$ cat config.mk
export PLATFORM = sky130hd
export DESIGN_NAME = sel_stream_demux4
export DESIGN_NICKNAME = d
export VERILOG_FILES = /design/src/rtl/sel_stream_demux4.sv
export SDC_FILE = /design/constraint.sdc
export NUM_CORES = 1
export LEC_CHECK = 0
export BUFFER_PORTS_ARGS = -buffer_cell sky130_fd_sc_hd__buf_2
export CAP_MARGIN = 20
export CORE_MARGIN = 2
export CORE_UTILIZATION = 45
export DETAILED_ROUTE_END_ITERATION = 10
export PLACE_DENSITY = 0.68
export SETUP_SLACK_MARGIN = 0.1
export SYNTH_ARGS = -nofsm -noshare
export SYNTH_HDL_FRONTEND = slang
export SYNTH_SLANG_ARGS = --single-unit
$ cat constraint.sdc
create_clock -name clk -period 5.99 [get_ports clk]
set_input_delay 0.599 -clock clk [delete_from_list [all_inputs] [get_ports clk]]
set_output_delay 0.599 -clock clk [all_outputs]
set_load 0.02 [all_outputs]
$ cat src/rtl/sel_stream_demux4.sv
// sel_stream_demux4: 1-to-4 stream demultiplexer.
// Each input word is routed to one of four channel FIFOs by a 2-bit select code
// (00->ch0, 01->ch1, 10->ch2, 11->ch3). Every channel has its own small FIFO, so a
// stalled consumer blocks only its own channel. Each channel also has a saturating
// accept counter for debug.
//
// Handshake semantics (both sides):
//   A transfer happens on a rising clock edge where valid and ready are both high.
//   A valid source holds its payload (and, on the input side, in_sel) stable
//   until the transfer. in_ready = !full[in_sel]. It depends only on in_sel and the
//   registered FIFO state, never on in_valid or out_ready, so there is no
//   ready->ready combinational path. A same-cycle pop on a full channel does not
//   open in_ready for that cycle. out_valid[i] is purely registered: a word pushed
//   at edge N becomes visible after edge N, with no fall-through.
module sel_stream_demux4 #(
  parameter int DATA_W = 8,
  parameter int DEPTH  = 2,
  parameter int CNT_W  = 8
) (
  input  logic                clk,
  input  logic                rst,
  input  logic                in_valid,
  output logic                in_ready,
  input  logic [DATA_W-1:0]   in_data,
  input  logic [1:0]          in_sel,
  output logic [3:0]          out_valid,
  input  logic [3:0]          out_ready,
  output logic [4*DATA_W-1:0] out_data,
  output logic [4*CNT_W-1:0]  chan_cnt,
  input  logic                clr_cnt
);

  // Index bits address the storage; one extra wrap bit separates full from empty.
  localparam int AW = $clog2(DEPTH);
  localparam int PW = AW + 1;

  logic [3:0] dest;      // one-hot decode of in_sel
  logic [3:0] full;      // per-channel full flag
  logic [3:0] empty;     // per-channel empty flag
  logic       push;      // input transfer this cycle
  logic [3:0] push_vec;  // channel written this cycle (at most one bit set)
  logic [3:0] pop_vec;   // channels popped this cycle (any combination)

  // Select decode and input-side handshake; every code maps to a channel.
  always_comb begin
    dest     = 4'b0001 << in_sel;
    in_ready = !full[in_sel];
    push     = in_valid && in_ready;
    push_vec = dest & {4{push}};
    pop_vec  = out_valid & out_ready;
  end

  for (genvar g = 0; g < 4; g++) begin : g_chan
    logic [PW-1:0]     wr_ptr_q, wr_ptr_d;
    logic [PW-1:0]     rd_ptr_q, rd_ptr_d;
    logic [CNT_W-1:0]  cnt_q, cnt_d;
    logic [DATA_W-1:0] mem_q [DEPTH];

    // Full when index bits match and wrap bits differ; empty when pointers match.
    assign full[g]  = (wr_ptr_q[AW-1:0] == rd_ptr_q[AW-1:0]) &&
                      (wr_ptr_q[AW] != rd_ptr_q[AW]);
    assign empty[g] = (wr_ptr_q == rd_ptr_q);

    // Head of the FIFO straight from storage; meaningless while the channel is empty.
    assign out_valid[g]                   = !empty[g];
    assign out_data[g*DATA_W +: DATA_W]   = mem_q[rd_ptr_q[AW-1:0]];
    assign chan_cnt[g*CNT_W +: CNT_W]     = cnt_q;

    // Next-state pointers and counter; clear wins over a same-cycle increment,
    // and the counter sticks at all-ones instead of wrapping.
    always_comb begin
      wr_ptr_d = wr_ptr_q;
      rd_ptr_d = rd_ptr_q;
      cnt_d    = cnt_q;
      if (push_vec[g]) begin
        wr_ptr_d = wr_ptr_q + {{(PW-1){1'b0}}, 1'b1};
      end
      if (pop_vec[g]) begin
        rd_ptr_d = rd_ptr_q + {{(PW-1){1'b0}}, 1'b1};
      end
      if (clr_cnt) begin
        cnt_d = '0;
      end else if (push_vec[g] && (cnt_q != {CNT_W{1'b1}})) begin
        cnt_d = cnt_q + {{(CNT_W-1){1'b0}}, 1'b1};
      end
    end

    // Pointer and counter registers; reset empties the channel immediately.
    always_ff @(posedge clk or posedge rst) begin
      if (rst) begin
        wr_ptr_q <= '0;
        rd_ptr_q <= '0;
        cnt_q    <= '0;
      end else begin
        wr_ptr_q <= wr_ptr_d;
        rd_ptr_q <= rd_ptr_d;
        cnt_q    <= cnt_d;
      end
    end

    // Storage write; cleared on reset so out_data reads zero after reset.
    always_ff @(posedge clk or posedge rst) begin
      if (rst) begin
        for (int k = 0; k < DEPTH; k++) begin
          mem_q[k] <= '0;
        end
      end else if (push_vec[g]) begin
        mem_q[wr_ptr_q[AW-1:0]] <= in_data;
      end
    end
  end

endmodule

==> After elaboration in Yosys (flattened, before gate mapping) <==
Cells that the tools add are included.
{ "op_classes": {"add_sub_neg": 12, "n_lt_le_gt_ge": 13, "eq_ne": 16, "shift": 1, "muxes": 34, "bitwise": 10, "reduce_logical": 22} }
{ "op_table": {"columns": ["op", "n"], "rows": [
  ["8-bit two-way mux", 24],
  ["16-bit bitwise mux", 4],
  ["8-bit by 1-bit adder with 8-bit output (second input constant)", 4],
  ["8-bit demux with 1-bit select", 4],
  ["8-bit != test (second input constant)", 4],
  ["2-bit by 1-bit adder with 2-bit output (second input constant)", 8],
  ["2-bit >= comparator (second input constant)", 8],
  ["1-bit NOT with 2-bit output", 8],
  ["1-bit logical AND", 13],
  ["4-bit AND", 2],
  ["2-bit equality test", 4],
  ["2-bit by 1-bit less-than comparator with 1-bit output (second input constant)", 4],
  ["2-bit nonzero test", 4],
  ["1-bit zero test", 5],
  ["1-bit equality test", 4],
  ["1-bit != test", 4],
  ["1-bit by 2-bit left shift with 4-bit output (first input constant)", 1],
  ["2-bit by 3-bit less-than comparator with 1-bit output (second input constant)", 1],
  ["1-bit binary-select mux with 2-bit select", 1],
  ["1-bit two-way mux", 1]
]} }
{ "word_totals": {"register_bits": 112, "inputBits": 18, "output_inout_bits": 69, "elab_cells": 128} }

==> Longest topological paths before layout <==
Gate-level depths: netlist of run 1.
{ "logic_depth": {"word_depth": 10, "ltp_mapped": 6, "depth_no_buf": 5} }

==> Least setup slack after synthesis of run 1 <==
Ideal clock, no wire load.
{ "synth_path": {"path_kind": "input port to output port", "from": "input in_sel[0]", "to": "output in_ready", "arrival_time_ns": 1.362, "required_time_ns": 5.391, "slack_ns": 4.029, "path_stages": 4, "path_buffers": 0, "cell_sequence": "inv_1 > or3_1 > o311ai_0 > o21ai_0"} }
{ "synth_via": {"elab_chain_cells": 3} }
{ "synth_rtl": {"columns": ["item", "line_no", "text"], "rows": [
  ["start: declaration", "25", "input logic [1:0] in_sel,"],
  ["1-bit binary-select mux with 2-bit select", "47", "in_ready = !full[in_sel];"],
  ["1-bit two-way mux (not written as such)", "47", null],
  ["1-bit zero test", "47", null],
  ["end: declaration", "23", "output logic in_ready,"]
]} }
Every way passes these cells. The select of a mux whose other input is x is not followed.

==> Final worst setup path of run 1 <==
{ "layout_path": {"from": "register g_chan[3].rd_ptr_q[0]", "to": "output in_ready"} }
{ "layout_via": {"elab_chain_cells": 5} }
{ "layout_rtl": {"columns": ["item", "line_no", "text"], "rows": [
  ["start: declaration", "55", "logic [PW-1:0] rd_ptr_q, rd_ptr_d;"],
  ["start signal: assignment", "96", "rd_ptr_q <= rd_ptr_d;"],
  ["1-bit equality test", "60", "assign full[g] = (wr_ptr_q[AW-1:0] == rd_ptr_q[AW-1:0]) &&"],
  ["1-bit logical AND", "60", null],
  ["1-bit binary-select mux with 2-bit select", "47", null],
  ["1-bit two-way mux (not written as such)", "47", null],
  ["1-bit zero test", "47", null]
]} }
Every way passes these cells. The select of a mux whose other input is x is not followed.

==> metrics, run 1 <==
Mapped Nets=453; final worst slack=3.27 ns; H-tree depth=3; Ys Warns=0; FP Rows=39; Total Die Area=12600 sq um; CP arrival=2.12 ns; Fillers=998; achievable frequency=0.367 GHz; Area growth syn-to-layout=16.2%; Clock Sinks=112; multi-input logic area=2380 sq um; Crit path required time=5.39 ns; Setup TNS=0 ns; antenna-violating nets left=0; Critical Path Start Type=flip-flop; Synth cell types=35; I/O pins=87; Netlist Area Pre-Place=5290 sq um; Reg clk slew, reported paths=0.08 ns; area leader, netlist=dfrtp_1; nets=535; leakage=2.69 nW; Finished Cell Area=6150 sq um; CP endpoint kind=output pin; Post-Place Setup Slack=3.58 ns; drt total wl=11200 um; Cell Count, Final, Fillers Out=661; drt via density=5.66; placed insts=645; worst slew pin tran=0.852 ns; PD cells=505 nW/um^2; crit-path max FO=12; Seq cells post-synth=112; Synth top area share=53.0%; Synth Flop Type=dfrtp_1; min Tclk post-route=2.72 ns; final setup fails=0; die height=112 um; final hold violation count=0; Starting Density=46.1%; Synth area leaders=dfrtp_1 (53%), mux2_2 (21%), xnor2_1 (3.0%); DRC errors left=0; Max rail drop VDD=551 uV; total of max-cap violations=0; Syn Inst Count=431; relative slew slack=43.2%; Worst-Skew Late Latency=0.35 ns; CTS buffer count=9; Final Skew=0.00679 ns; Iter 0 DRT Violations=221; largest net degree at the start of global routing=69; share of the yosys chip area belonging to registers=53.0%; GR Util All Layers=18.2%; GRT overflow=0; CTS max path bufs=2; initial antenna violation count=0; critical path class=reg2out; share of flip-flops with an asynchronous set or reset=100%; Routability Congestion=0.781; fin crit share=45.5%; I/O Buffers=86; Area after DPL=5840 sq um; Final Total Pwr=0.00310 W; RSZ-0062 raised after global routing=false; vias after detailed routing=3738; hold_buf cts=0; ANT cells=0; register area=2800 sq um; outcome=complete, no violations; setup bufs post-CTS=0; DP Wirelength=7820 um; CTS tree=built; Final Slew Violations=0; clk root buf=clkbuf_16; Avg WL per Cell=17.0 um; iteration count of the initial detailed-routing pass=4; Die Span X=112 um; EDFF count, synth=0; min-delay worst type=in2async; vias in the first global route=3677; core region area=11500 sq um; Synth Area per Inst=12.3 sq um; layout cells sized above 1=41.9%; post-cts sizing count=0; first-pass GRT wire length=18600 um
==> per-stage QoR <==
| step | utilization, % | hold slack, ns |
|---|---|---|
| floorplan | - | 0.460 |
| global placement | 50.9 | 0.476 |
| detailed placement | 50.9 | 0.482 |
| CTS | 53.6 | 0.327 |
| global route | 53.6 | 0.366 |
| finish | 53.6 | 0.314 |
==> cell type report <==
class                      instances  share of cell area, %
inverter                           9                  0.590
multi-input combinational        294                   38.7
sequential                       112                   45.6
clock buffer                      10                   3.89
tap                              143                   2.91
timing repair buffer              87                   7.12
clock inverter                     6                   1.18
==> critical path, stage by stage (launching register included) <==
cell and delay (ns):
dfrtp_1 0.69, xor2_1 0.17, or3_1 0.34, o311ai_0 0.14
o21ai_0 0.22, buf_2 0.21
==> state kept, by name, indices dropped and copies added (netlist names) <==
signal / count
g_chan.mem_q: 64
g_chan.rd_ptr_q: 8
g_chan.cnt_q: 32
g_chan.wr_ptr_q: 8
==> layout by cell type, fill, tap and decap left out <==
| master | count |
|---|---|
| a211o_2 | 1 |
| a21bo_2 | 1 |
| a21oi_1 | 26 |
| buf_2 | 86 |
| buf_4 | 1 |
| bufinv_16 | 1 |
| clkbuf_16 | 9 |
| clkbuf_8 | 1 |
| clkinvlp_4 | 1 |
| dfrtp_1 | 112 |
| ha_1 | 4 |
| inv_1 | 8 |
| inv_4 | 1 |
| inv_6 | 4 |
| mux2_2 | 100 |
| mux2i_1 | 2 |
| nand2_1 | 18 |
| nand2b_1 | 5 |
| nand3_1 | 21 |
| nand4_1 | 4 |
| nor2_1 | 11 |
| nor2_2 | 6 |
| nor2b_1 | 4 |
| nor3b_1 | 1 |
| nor4_1 | 3 |
| o2111ai_1 | 1 |
| o2111ai_2 | 2 |
| o21ai_0 | 9 |
| o21bai_1 | 1 |
| o311ai_0 | 1 |
| o31ai_1 | 14 |
| o41ai_1 | 5 |
| or2_2 | 1 |
| or2b_1 | 1 |
| or3_1 | 10 |
| or3b_2 | 2 |
| or4_1 | 15 |
| xnor2_1 | 18 |
| xor2_1 | 7 |
==> per-layer routing <==
layer	wire length [um]	vias up	track usage, %
li1	-	1749	-
met1	5310	1884	24.8
met2	5310	93	29.3
met3	445	12	4.21
met4	159	0	5.20
met5	0	-	0
==> path summary, 6_finish.rpt <==
kind	slack, ns	endpoint	start	cells past startpoint
worst min-delay path	0.31	g_chan[3].cnt_q[7]	rst	2
worst max-delay path	3.27	in_ready	g_chan[3].rd_ptr_q[0]	5
worst min register to register	0.49	g_chan[3].wr_ptr_q[1]	g_chan[3].wr_ptr_q[1]	1
min in group clk	0.49	g_chan[3].wr_ptr_q[1]	g_chan[3].wr_ptr_q[1]	1
max in group asynchronous	4.41	g_chan[2].mem_q[8]	rst	3
worst max register to register	3.58	g_chan[3].mem_q[1]	g_chan[3].rd_ptr_q[0]	4
==> where the power goes <==
part	leakage [nW]	switching (W)	total, W	internal [W]
Sequential	1.41	0.000225	0.00126	0.00103
Clock	0.151	0.000284	0.000626	0.000342
Combinational	1.14	0.000632	0.00122	0.000588
==> cell families after synthesis <==
group | count (synthesis) | share of synthesized area (%)
flip-flops | 112 | 53.0
multiplexers | 102 | 21.7
AND/OR/NAND/NOR | 102 | 10.7
AO/OA/AOI/OAI | 61 | 7.54
XOR/XNOR | 25 | 4.14
buffers and inverters | 25 | 2.03
adder cells (fa/ha/maj) | 4 | 0.946
==> cells in the mapped netlist (2+ instances only) <==
library cell  number
nand2_1           18
nand4_1            4
nor4_1             3
or4_1             15
or3_1             10
mux2i_1            2
ha_1               4
xnor2_1           18
inv_1              9
clkbuf_1          10
or3b_2             2
o31ai_1           14
o2111ai_2          2
o41ai_1            5
xor2_1             7
nand2b_1           5
nand3_1           21
nor2b_1            4
mux2_2           100
buf_2              3
nor2_1            11
a21oi_1           26
nor2_2             6
buf_1              2
dfrtp_1          112
o21ai_0            9
Power figures use the tool's default switching activity.
==> inputs of run 2 (changes only) <==
Settings changed: PLACE_DENSITY 0.68 to 0.71.
Clock period 5.99 ns to 2.3 ns, I/O delays scaled along.
==> metrics, run 2 (synthesis results as in run 1) <==
outcome=complete, no violations; Avg WL per Cell=16.8 um; Total Die Area=12600 sq um; achievable frequency=0.480 GHz; Critical Path Start Type=flip-flop; DP Wirelength=7870 um; PD cells=1310 nW/um^2; max FFs per register=64; Biggest register=g_chan.mem_q; worst slew pin tran=0.684 ns; drt total wl=11300 um; Clock Sinks=112; GR Util All Layers=18.6%; critical path class=reg2out; final hold violation count=0; I/O pins=87; final core occ=54.8%; Final Slew Violations=0; iteration count of the initial detailed-routing pass=4; DRC errors left=0; crit-path max FO=2; final setup fails=0; Starting Density=46.1%; largest net degree at the start of global routing=45; total of max-cap violations=0; ANT cells=0; Area growth syn-to-layout=18.9%; Iter 0 DRT Violations=314; Routability Congestion=0.783; GRT overflow=0; commonest cells after routing, fill and taps aside=dfrtp_1 (112), mux2_2 (100), buf_2 (86); H-tree depth=3; leakage=2.77 nW; FP Rows=39; min Tclk post-route=2.09 ns; vias after detailed routing=3730; RSZ-0062 raised after global routing=false; crit-path cells=xnor2_1 > buf_4 > or3_1 > o311ai_0 > o21ai_1 > buf_2; vias in the first global route=3673; drt via density=5.53; initial antenna violation count=0; nets=548; Worst Hold Margin=0.145 ns; largest registers=g_chan.mem_q: 64 flops, g_chan.cnt_q: 32 flops; CP arrival=1.86 ns; antenna-violating nets left=0; layout cells sized above 1=42.9%; die height=112 um; CTS tree=built; setup bufs post-CTS=0; Top Family by Delay on Critical Path=flip-flops; clk root buf=clkbuf_16; min-delay worst type=in2reg; crit-path max cell delay=0.41 ns; leading cell type in the layout, fill and taps excluded=dfrtp_1; I/O Buffers=86; CP max stage cell=dfrtp_1; Final Skew=0.00515 ns; Fillers=957; CP endpoint kind=output pin; CTS buffer count=9; Max rail drop VDD=964 uV; Crit path required time=2.07 ns; core region area=11500 sq um; Worst-Skew Late Latency=0.35 ns; fin crit share=90.7%; relative slew slack=54.3%; Setup TNS=0 ns; CTS max path bufs=2; first-pass GRT wire length=18700 um; worst path bufs/invs=2; Die Span X=112 um; Reg clk slew, reported paths=0.07 ns
-- run 2: through the flow --
| step | power, W | worst slack (ns) | std cells | instance area [sq um] |
|---|---|---|---|---|
| CTS | 0.00830 | 0.178 | 674 | 6280 |
| detailed placement | 0.00662 | 0.238 | 657 | 5950 |
| global placement | 0.00648 | 0.360 | 657 | 5950 |
| floorplan | 0.00559 | 0.447 | 431 | 5290 |
| global route | 0.00875 | 0.116 | 674 | 6290 |
| finish | 0.00822 | 0.215 | 674 | 6290 |
-- run 2: power breakdown --
part	internal, W	total (W)	switching, W	leakage [nW]
combinational	0.00162	0.00347	0.00184	1.20
clock	0.000919	0.00164	0.000721	0.155
sequential	0.00269	0.00312	0.000425	1.41
-- run 2: layout make-up --
cell class	instances	area, sq um	share of cell area (%)
clock buffer	12	256	4.08
clock inverter	4	58.8	0.935
inverter	9	37.5	0.597
multi-input combinational	294	2390	38.0
sequential	112	2800	44.6
tap	143	179	2.85
timing repair buffer	100	563	8.95
-- run 2: worst min-delay path, delay by kind of cell --
family / cells / cell delay (ns)
buffers and inverters: 1 / 0.11
AND/OR/NAND/NOR: 1 / 0.06
XOR/XNOR: 1 / 0.06
-- run 2: timing repair --
action | 4_1_cts | 5_1_grt
hold buffers | 1 | 0
resized for setup | 0 | 2
endpoints found under the setup margin | 0 | 4
hold endpoints to repair | 16 | 0
-- run 2: path summary, 6_finish.rpt --
check	end	start	slack, ns	cells after the start
setup / recovery	in_ready	g_chan[3].wr_ptr_q[1]	0.21	6
hold / removal	g_chan[3].rd_ptr_q[0]	out_ready[3]	0.14	3
setup reg to reg	g_chan[2].cnt_q[5]	g_chan[2].rd_ptr_q[1]	0.31	4
hold reg to reg	g_chan[1].wr_ptr_q[1]	g_chan[1].wr_ptr_q[1]	0.49	1
max in group asynchronous	g_chan[2].cnt_q[0]	rst	1.14	4
min in group asynchronous	g_chan[0].mem_q[14]	rst	0.53	3
-- run 2: layer usage --
layer	vias up	share of wire [%]	global-route usage [%]
met4	0	0.69	3.74
met1	1875	45	25.5
li1	1762	-	-
met2	86	49	29.7
met3	7	5.3	5.56
met5	-	0	0
==> inputs of run 3 (changes only) <==
Settings changed: ABC_AREA set to 1, PLACE_DENSITY 0.71 to 0.7.
==> metrics, run 3 <==
I/O pins=87; achievable frequency=0.500 GHz; worst path bufs/invs=3; iteration count of the initial detailed-routing pass=4; count leader, synth=nand2_1; max FFs per register=64; Starting Density=46.4%; hold_buf cts=0; Critical Path Start Type=flip-flop; Fillers=1150; Crit path required time=2.07 ns; leakage=3.47 nW; crit-path max cell delay=0.50 ns; Mapped Nets=709; Area after DPL=6180 sq um; Worst Hold Margin=0.0401 ns; largest registers=g_chan.mem_q: 64 flops, g_chan.cnt_q: 32 flops; Avg WL per Cell=13.7 um; Seq cells post-synth=112; r2r startpoint=g_chan[3].rd_ptr_q[0]; Finished Cell Area=6490 sq um; clk root buf=clkbuf_16; Reg clk slew, reported paths=0.07 ns; GR Util All Layers=20.2%; crit-path cells=inv_2 > nand2_1 > nand2_1 > nand2_1 > nand2_1 > nand2_2 > inv_2 > nand2_8 > buf_2; vias in the first global route=4504; antenna-violating nets left=0; min Tclk post-route=2.00 ns; multi-input logic area=2470 sq um; drt via density=5.02; Synth cell types=28; CP endpoint kind=output pin; RSZ-0062 raised after global routing=false; ANT cells=0; EDFF count, synth=0; first-pass GRT wire length=21300 um; Total Die Area=13400 sq um; I/O Buffers=86; Worst R2R End=g_chan[3].mem_q[14]; register area=2810 sq um; relative slew slack=61.3%; Final Skew=0.00910 ns; nets=792; share of the yosys chip area belonging to registers=49.9%; outcome=complete, no violations; total of max-cap violations=0; Area growth syn-to-layout=15.7%; worst slew pin tran=0.580 ns; Ys Warns=0; Routability Congestion=0.818; Max rail drop VDD=468 uV; Synth Area per Inst=8.17 sq um; layout cells sized above 1=18.6%; FP Rows=40; H-tree depth=3; Netlist Area Pre-Place=5610 sq um; Worst-Skew Late Latency=0.36 ns; min-delay worst type=in2async; DRC errors left=0; Synth top area share=49.9%; Biggest register=g_chan.mem_q; Iter 0 DRT Violations=321; CTS max path bufs=2; drt total wl=12900 um; CP arrival=1.77 ns; Synth area leaders=dfrtp_1 (50%), nand2_1 (17%), nand3_1 (4.9%); CTS tree=built; CTS buffer count=9; core region area=12100 sq um; PD cells=1220 nW/um^2; Worst path most repeated cell=nand2_1; Die Span X=116 um; GRT overflow=0; CP max stage cell=dfrtp_2; crit-path max FO=11; Syn Inst Count=687; R2R Setup Slk=0.37 ns; share of flip-flops with an asynchronous set or reset=100%; Final Slew Violations=0; final hold violation count=0; vias after detailed routing=4737; area leader, netlist=dfrtp_1; Final Total Pwr=0.00795 W; setup bufs post-CTS=0; Top Family by Delay on Critical Path=flip-flops; DP Wirelength=9210 um; Worst Reg-to-Reg Cells=13; die height=116 um; final setup fails=0; most common library cells after synthesis=nand2_1 (248), dfrtp_1 (112), nor2_1 (62), nand3_1 (55), inv_1 (44); initial antenna violation count=1; leading cell type in the layout, fill and taps excluded=nand2_1; Clock Sinks=112; largest net degree at the start of global routing=113; fin crit share=86.9%; critical path class=reg2out; commonest cells after routing, fill and taps aside=nand2_1 (248), dfrtp_1 (110), buf_2 (86); Synth Flop Type=dfrtp_1; Setup TNS=0 ns
==> run 3: changes by cell type after synthesis, sizes merged, moves of 8 or more <==
cell and change:
xnor2 -15, xor2 +18, nand3 +34, or4 -15
o21ai +41, nand2 +237, nor2 +53, inv +45
buf +8, mux2 -100, or3 -10, o31ai -14
==> run 3: report_power, final <==
part	switching [W]	total (W)	leakage, nW	internal (W)
registers	0.000481	0.00317	1.40	0.00269
clock network	0.000762	0.00163	0.154	0.000869
logic	0.00212	0.00315	1.92	0.00103
==> run 3: area by class of cell <==
type                            instances  share of cell area [%]
Sequential cell                       112                    43.2
Clock buffer                            9                    3.47
Multi-Input combinational cell        500                    38.1
Inverter                               55                    3.24
Timing Repair Buffer                   92                    7.51
Tap cell                              168                    3.24
Clock inverter                          7                    1.29
==> run 3: how the worst max path moves through the flow <==
stage,cells after the start,startpoint,end
3_3_place_gp,13,g_chan[3].rd_ptr_q[0],g_chan[3].wr_ptr_q[1]
4_1_cts,9,g_chan[3].rd_ptr_q[0],in_ready
3_5_place_dp,13,g_chan[3].rd_ptr_q[0],g_chan[3].mem_q[8]
5_1_grt,13,g_chan[3].rd_ptr_q[0],g_chan[3].mem_q[10]
2_1_floorplan,10,g_chan[1].cnt_q[0],g_chan[1].cnt_q[2]
6_report,9,g_chan[3].rd_ptr_q[0],in_ready
==> run 3: worst min-delay path, delay by kind of cell <==
family   cells  cell delay (ns)
buf+inv      3             0.63
==> run 3: logic make-up after synthesis <==
kind of cell	Yosys count	synth area share [%]
xor+xnor	28	4.37
flops	112	49.9
fa+ha+maj	4	0.891
buf+inv	75	6.04
compound gates	70	6.37
simple gates	398	32.4
==> run 3: timing repair <==
| item | CTS | global route |
|---|---|---|
| endpoints found under the hold margin | 0 | 0 |
| gates resized for setup | 0 | 2 |
| endpoints found under the setup margin | 0 | 18 |
==> run 3: per-layer routing <==
metal | share of wire (%) | global-route usage, % | vias to the layer above
li1 | - | - | 2333
met1 | 44 | 26.7 | 2224
met2 | 47 | 32.4 | 163
met3 | 8.0 | 6.64 | 15
met4 | 1.2 | 4.92 | 2
met5 | 0.077 | 0 | -
==> run 3: metrics by stage <==
step	setup slack [ns]	instances	util, %
after global routing	0.160	943	53.6
after global placement	0.363	927	51.1
after floorplan	0.574	687	-
after CTS	0.185	943	53.6
after detailed placement	0.264	927	51.1
final	0.300	943	53.6
